[src/rtl/fir_pkg.sv]
// Shared FIR datapath constants and width helpers.
package fir_pkg;
  localparam int FIR_TAPS = 16;
  localparam int FIR_N    = 13;
  localparam int FIR_M    = 12;
  localparam int FIR_PW   = FIR_N + FIR_M;

  // A sum of taps products of pw bits needs clog2(taps) growth bits.
  function automatic int fir_sum_w(input int pw, input int taps);
    return pw + $clog2(taps);
  endfunction
endpackage

[src/rtl/fir_acc_fifo2.sv]
// Two-entry in-order FIFO. A push into a full FIFO without a same-cycle
// pop is dropped and reported on drop; the head register holds when empty.
module fir_acc_fifo2 #(
  parameter int W = 8
) (
  input  logic         clk,
  input  logic         rst,
  input  logic         push,
  input  logic [W-1:0] din,
  input  logic         pop,
  output logic [W-1:0] dout,
  output logic         empty,
  output logic         full,
  output logic         drop
);
  logic [W-1:0] r_head, r_tail;
  logic [1:0]   r_cnt;
  logic         w_pop;

  assign w_pop = pop & (r_cnt != 2'd0);
  assign empty = (r_cnt == 2'd0);
  assign full  = (r_cnt == 2'd2);
  assign drop  = push & full & ~w_pop;
  assign dout  = r_head;

  always_ff @(posedge clk) begin
    if (rst) begin
      r_head <= '0;
      r_tail <= '0;
      r_cnt  <= 2'd0;
    end else if (w_pop) begin
      if (r_cnt == 2'd2) r_head <= r_tail;
      // With a pop, the new sample lands where the survivor count points.
      if (push) begin
        if (r_cnt == 2'd1) r_head <= din;
        else               r_tail <= din;
      end
      r_cnt <= r_cnt - 2'd1 + {1'b0, push};
    end else if (push) begin
      case (r_cnt)
        2'd0:    begin r_head <= din; r_cnt <= 2'd1; end
        2'd1:    begin r_tail <= din; r_cnt <= 2'd2; end
        default: ;
      endcase
    end
  end
endmodule

[src/rtl/fir_acc.sv]
// FIR output accumulator: sums TAPS products per sample into a 2-entry buffer.
// Optional clamping to OUT_W with a sat pulse under FIR_ACC_SAT_EN.
module fir_acc
  import fir_pkg::*;
#(
  parameter int PW    = FIR_PW,
  parameter int TAPS  = FIR_TAPS,
  parameter int OUT_W = 24
) (
  input  logic                     clk,
  input  logic                     rst,
  input  logic                     clr,
  input  logic                     prod_vld,
  input  logic [PW-1:0]            prod,
  output logic                     out_vld,
  output logic [OUT_W-1:0]         out_data,
  input  logic                     out_rdy,
  output logic [$clog2(TAPS)-1:0]  tap_cnt,
  output logic                     ovf,
  output logic                     sat
);
  localparam int SW = fir_sum_w(PW, TAPS);
  localparam int CW = $clog2(TAPS);
  localparam logic [CW-1:0] LAST = CW'(TAPS - 1);

  logic [SW-1:0]    r_acc;
  logic [CW-1:0]    r_cnt;
  logic             r_ovf;
  logic [SW-1:0]    w_sum;
  logic             w_last, w_hi_nz;
  logic [OUT_W-1:0] w_conv;
  logic             w_empty, w_full, w_drop, w_pop;
  logic             w_unused;

  assign w_sum   = r_acc + SW'(prod);
  assign w_last  = prod_vld & ~clr & (r_cnt == LAST);
  assign w_hi_nz = |w_sum[SW-1:OUT_W];
  assign w_pop   = out_vld & out_rdy;

  always_ff @(posedge clk) begin
    if (rst) begin
      r_acc <= '0;
      r_cnt <= '0;
    end else if (clr) begin
      // A product arriving with clr seeds the new sum.
      r_acc <= prod_vld ? SW'(prod) : '0;
      r_cnt <= prod_vld ? CW'(1) : '0;
    end else if (prod_vld) begin
      if (w_last) begin
        r_acc <= '0;
        r_cnt <= '0;
      end else begin
        r_acc <= w_sum;
        r_cnt <= r_cnt + CW'(1);
      end
    end
  end

  always_ff @(posedge clk) begin
    if (rst) r_ovf <= 1'b0;
    else     r_ovf <= r_ovf | w_drop;
  end

`ifdef FIR_ACC_SAT_EN
  logic r_sat;
  assign w_conv   = w_hi_nz ? '1 : w_sum[OUT_W-1:0];
  assign w_unused = w_full;
  always_ff @(posedge clk) begin
    if (rst) r_sat <= 1'b0;
    else     r_sat <= w_last & w_hi_nz;
  end
  assign sat = r_sat;
`else
  assign w_conv   = w_sum[OUT_W-1:0];
  assign w_unused = ^{w_hi_nz, w_full};
  assign sat      = 1'b0;
`endif

  fir_acc_fifo2 #(.W(OUT_W)) u_fifo (
    .clk   (clk),
    .rst   (rst),
    .push  (w_last),
    .din   (w_conv),
    .pop   (w_pop),
    .dout  (out_data),
    .empty (w_empty),
    .full  (w_full),
    .drop  (w_drop)
  );

  assign out_vld = ~w_empty;
  assign tap_cnt = r_cnt;
  assign ovf     = r_ovf;
endmodule

[config.mk]
export PLATFORM = sky130hd
export DESIGN_NAME = fir_acc
export DESIGN_NICKNAME = d
export VERILOG_FILES = /design/src/rtl/fir_pkg.sv /design/src/rtl/fir_acc_fifo2.sv /design/src/rtl/fir_acc.sv
export SDC_FILE = /design/constraint.sdc
export NUM_CORES = 1
export LEC_CHECK = 0
export CAP_MARGIN = 5
export CORE_MARGIN = 2
export CORE_UTILIZATION = 30
export CTS_BUF_LIST = sky130_fd_sc_hd__clkbuf_4
export DETAILED_ROUTE_END_ITERATION = 8
export HOLD_SLACK_MARGIN = 0.06
export SYNTH_ARGS = -nofsm -noshare
export SYNTH_HDL_FRONTEND = slang
export SYNTH_HIERARCHICAL = 1
export SYNTH_SLANG_ARGS = --single-unit
[constraint.sdc]
create_clock -name clk -period 2.44 [get_ports clk]
set_input_delay 0.244 -clock clk [delete_from_list [all_inputs] [get_ports clk]]
set_output_delay 0.244 -clock clk [all_outputs]
set_load 0.01 [all_outputs]
==> run metrics <==
Clk Latency, worst-skew pair=470 ps; CTS Buffer Depth=2; fin crit share=1.11; CTS clk-pin slew, worst paths=~130 ps; Max VDD drop=between 400 and 500 uV; Final min period=approximately 2700 ps; area grow syn2layout=44.8%; vias in the first global route=5,437; placed cell count=960; Setup crit end kind=flop; non-filler cells, final=988; H-tree lvl count=3; failing checks=setup timing; fin util=0.440; Layout Skew=22.9 ps; Yosys top cell area share=0.316; Die ar.=17,700 um^2; Syn Inst Count=619; CTS tree=built; Area contributors post-synth=dfxtp_1 (32%), nor2_1 (6.3%), ha_1 (6.3%); DR iter-0 viols=316; Req. time, crit path=2810 ps; Post-synth EDFFs=0; antenna violation net count after detailed routing=0; nets@finish=820; largest net degree at the start of global routing=51; Unique masters post-synth=59; achievable frequency=roughly 370 MHz; post-route setup slack=-263 ps; gr usage total=0.190; CTS Root Cell=clkbuf_4; type of the worst setup path=reg -> reg; asr flop ratio synth=0; Power Total=3.43 mW; Num CTS Buffers=9; Boundary Pins=61; worst-margin pin slew=~640 ps; clock sink count=79; FF+latch count, synth=79; cell taking the most area after synthesis=dfxtp_1; gp weighted congestion=0.891; most frequent cells in the layout=buf_4 (122), nor2_1 (80), dfxtp_1 (75); crit start category=flop; vias=5,336; initial core utilization=0.304; Die Wd=133 um; syn avg cell area=8.08 um^2; Fillers=around 1,600; max-capacitance violation count=0; layout cell share with drive strength beyond 1=0.289; drc violations=0; Arr. time, crit path=3070 ps; row count=47; I/O Buffers=58; Leakage=between 2 and 3 nW; Pins Over Slew Limit=0; grt total ovfl=0; placeable core area=16,500 um^2; global-route wire length before repair=27,000 um; worst hold slack=297 ps; run status=finished, violations left; final hold vios=0; Mapped Area=between 5000 and 6000 um^2; Slew HR=0.575; RSZ-0062 raised after global routing=yes; worst slack, placed=-851 ps; Net Count, Synth=~680; die span in y=133 um; synth warn=6; worst min path class=in -> reg; drt pass-1 iters=5; Vias/cell=about 5.4; Post-DP HPWL=12,100 um; initial antenna violation count=0; sequential-to-total area share from yosys stat=0.316; commonest non-fill, non-tap cell in the layout=buf_4; n_diodes=0; final wirelength=~17,000 um; wire per inst=17.0 um; Critical Path Fanout Max=4; Cell Pwr Density=474 nW/um^2; Setup violations, final=22; Post-synth top flop=dfxtp_1
[cell families (layout without fill, tap and decap cells)]
kind of cell / count (synthesis) / in the layout / share of synthesized area
compound gates: 218 / 218 / 0.319
simple gates: 206 / 206 / 0.188
buf+inv: 60 / 209 / 0.0575
other cells: 1 / 1 / 0.000749
xor+xnor: 24 / 24 / 0.0420
flops: 79 / 79 / 0.316
fa+ha+maj: 26 / 26 / 0.0665
mux: 5 / 5 / 0.0100
[state kept, by name (all words and copies together), names as in the netlist]
name           cells
tap_cnt            4
ovf                1
u_fifo/dout       24
u_fifo/r_tail     24
r_acc             24
u_fifo/r_cnt       2
[timing repair]
| item | in CTS | in global routing |
|---|---|---|
| gates resized for setup | 36 | 61 |
| buffers inserted | 9 | 6 |
| hold buffers | 0 | 0 |
| setup endpoints to repair | 33 | 45 |
| pin swaps | 25 | 15 |
[cell type report]
| type | count | area (um^2) | area share |
|---|---|---|---|
| Multi-Input combinational cell | 480 | 3630 | 0.501 |
| Timing Repair Buffer | 189 | 1610 | 0.222 |
| Sequential cell | 79 | 1590 | 0.219 |
| Tap cell | 220 | 275 | 0.0380 |
| Clock buffer | 10 | 75.1 | 0.0104 |
| Clock inverter | 5 | 50.0 | 0.00691 |
| Inverter | 5 | 18.8 | 0.00259 |
[per-layer routing]
metal	track usage	vias up	part of all wire
met5	0	-	0
met4	0.0603	0	0.019
met3	0.0411	24	0.045
met2	0.341	133	0.50
met1	0.226	2595	0.43
li1	-	2584	-
[synth_stat cells, types with 9 or more instances]
library cell,instances
nand2_1,50
xor2_1,12
ha_1,25
nor2_1,84
nand3_1,12
o22a_1,20
and2_1,13
a311oi_1,12
a221o_1,11
nand2b_1,10
a21o_1,13
xnor2_1,12
clkbuf_1,30
a22oi_1,17
a21oi_1,40
nor2b_1,9
buf_2,10
dfxtp_1,79
a2111oi_0,20
o22ai_1,23
o21ai_0,21
[power breakdown]
group / total (mW) / switching (mW) / internal, mW
clock: 0.795 / 0.485 / 0.310
sequential: 1.35 / 0.0248 / 1.33
combinational: 1.29 / 0.625 / 0.661
[path summary, 6_finish.rpt]
check | start | to | slack (ps) | cells past startpoint
max | r_acc[0]$_SDFFE_PP0P_ | u_fifo/r_tail[16]$_SDFFE_PP0P_ | -260 | 11
min | rst | r_acc[1]$_SDFFE_PP0P_ | 300 | 2
max reg2reg | r_acc[0]$_SDFFE_PP0P_ | u_fifo/r_tail[16]$_SDFFE_PP0P_ | -260 | 11
min reg2reg | ovf$_SDFF_PP0_ | ovf$_SDFF_PP0_ | 490 | 2
[per-stage QoR]
step | instance area [um^2] | setup TNS (ps)
detailed placement | 6500 | -22900
finish | 7250 | -3040
CTS | 6900 | -2780
floorplan | 5010 | -351
global placement | 6500 | -20600
global route | 7250 | -5670
[worst max-delay path: stages, from the launching register on]
cell and delay [ps]:
dfxtp_2 360, ha_4 160, fa_2 330, a21o_1 190, a221o_2 380, a31oi_4 180
buf_6 130, a21oi_4 70, a21boi_2 190, xnor2_2 160, o22ai_1 160, a2111oi_4 310
No activity file was read; power rests on OpenSTA's default activity.
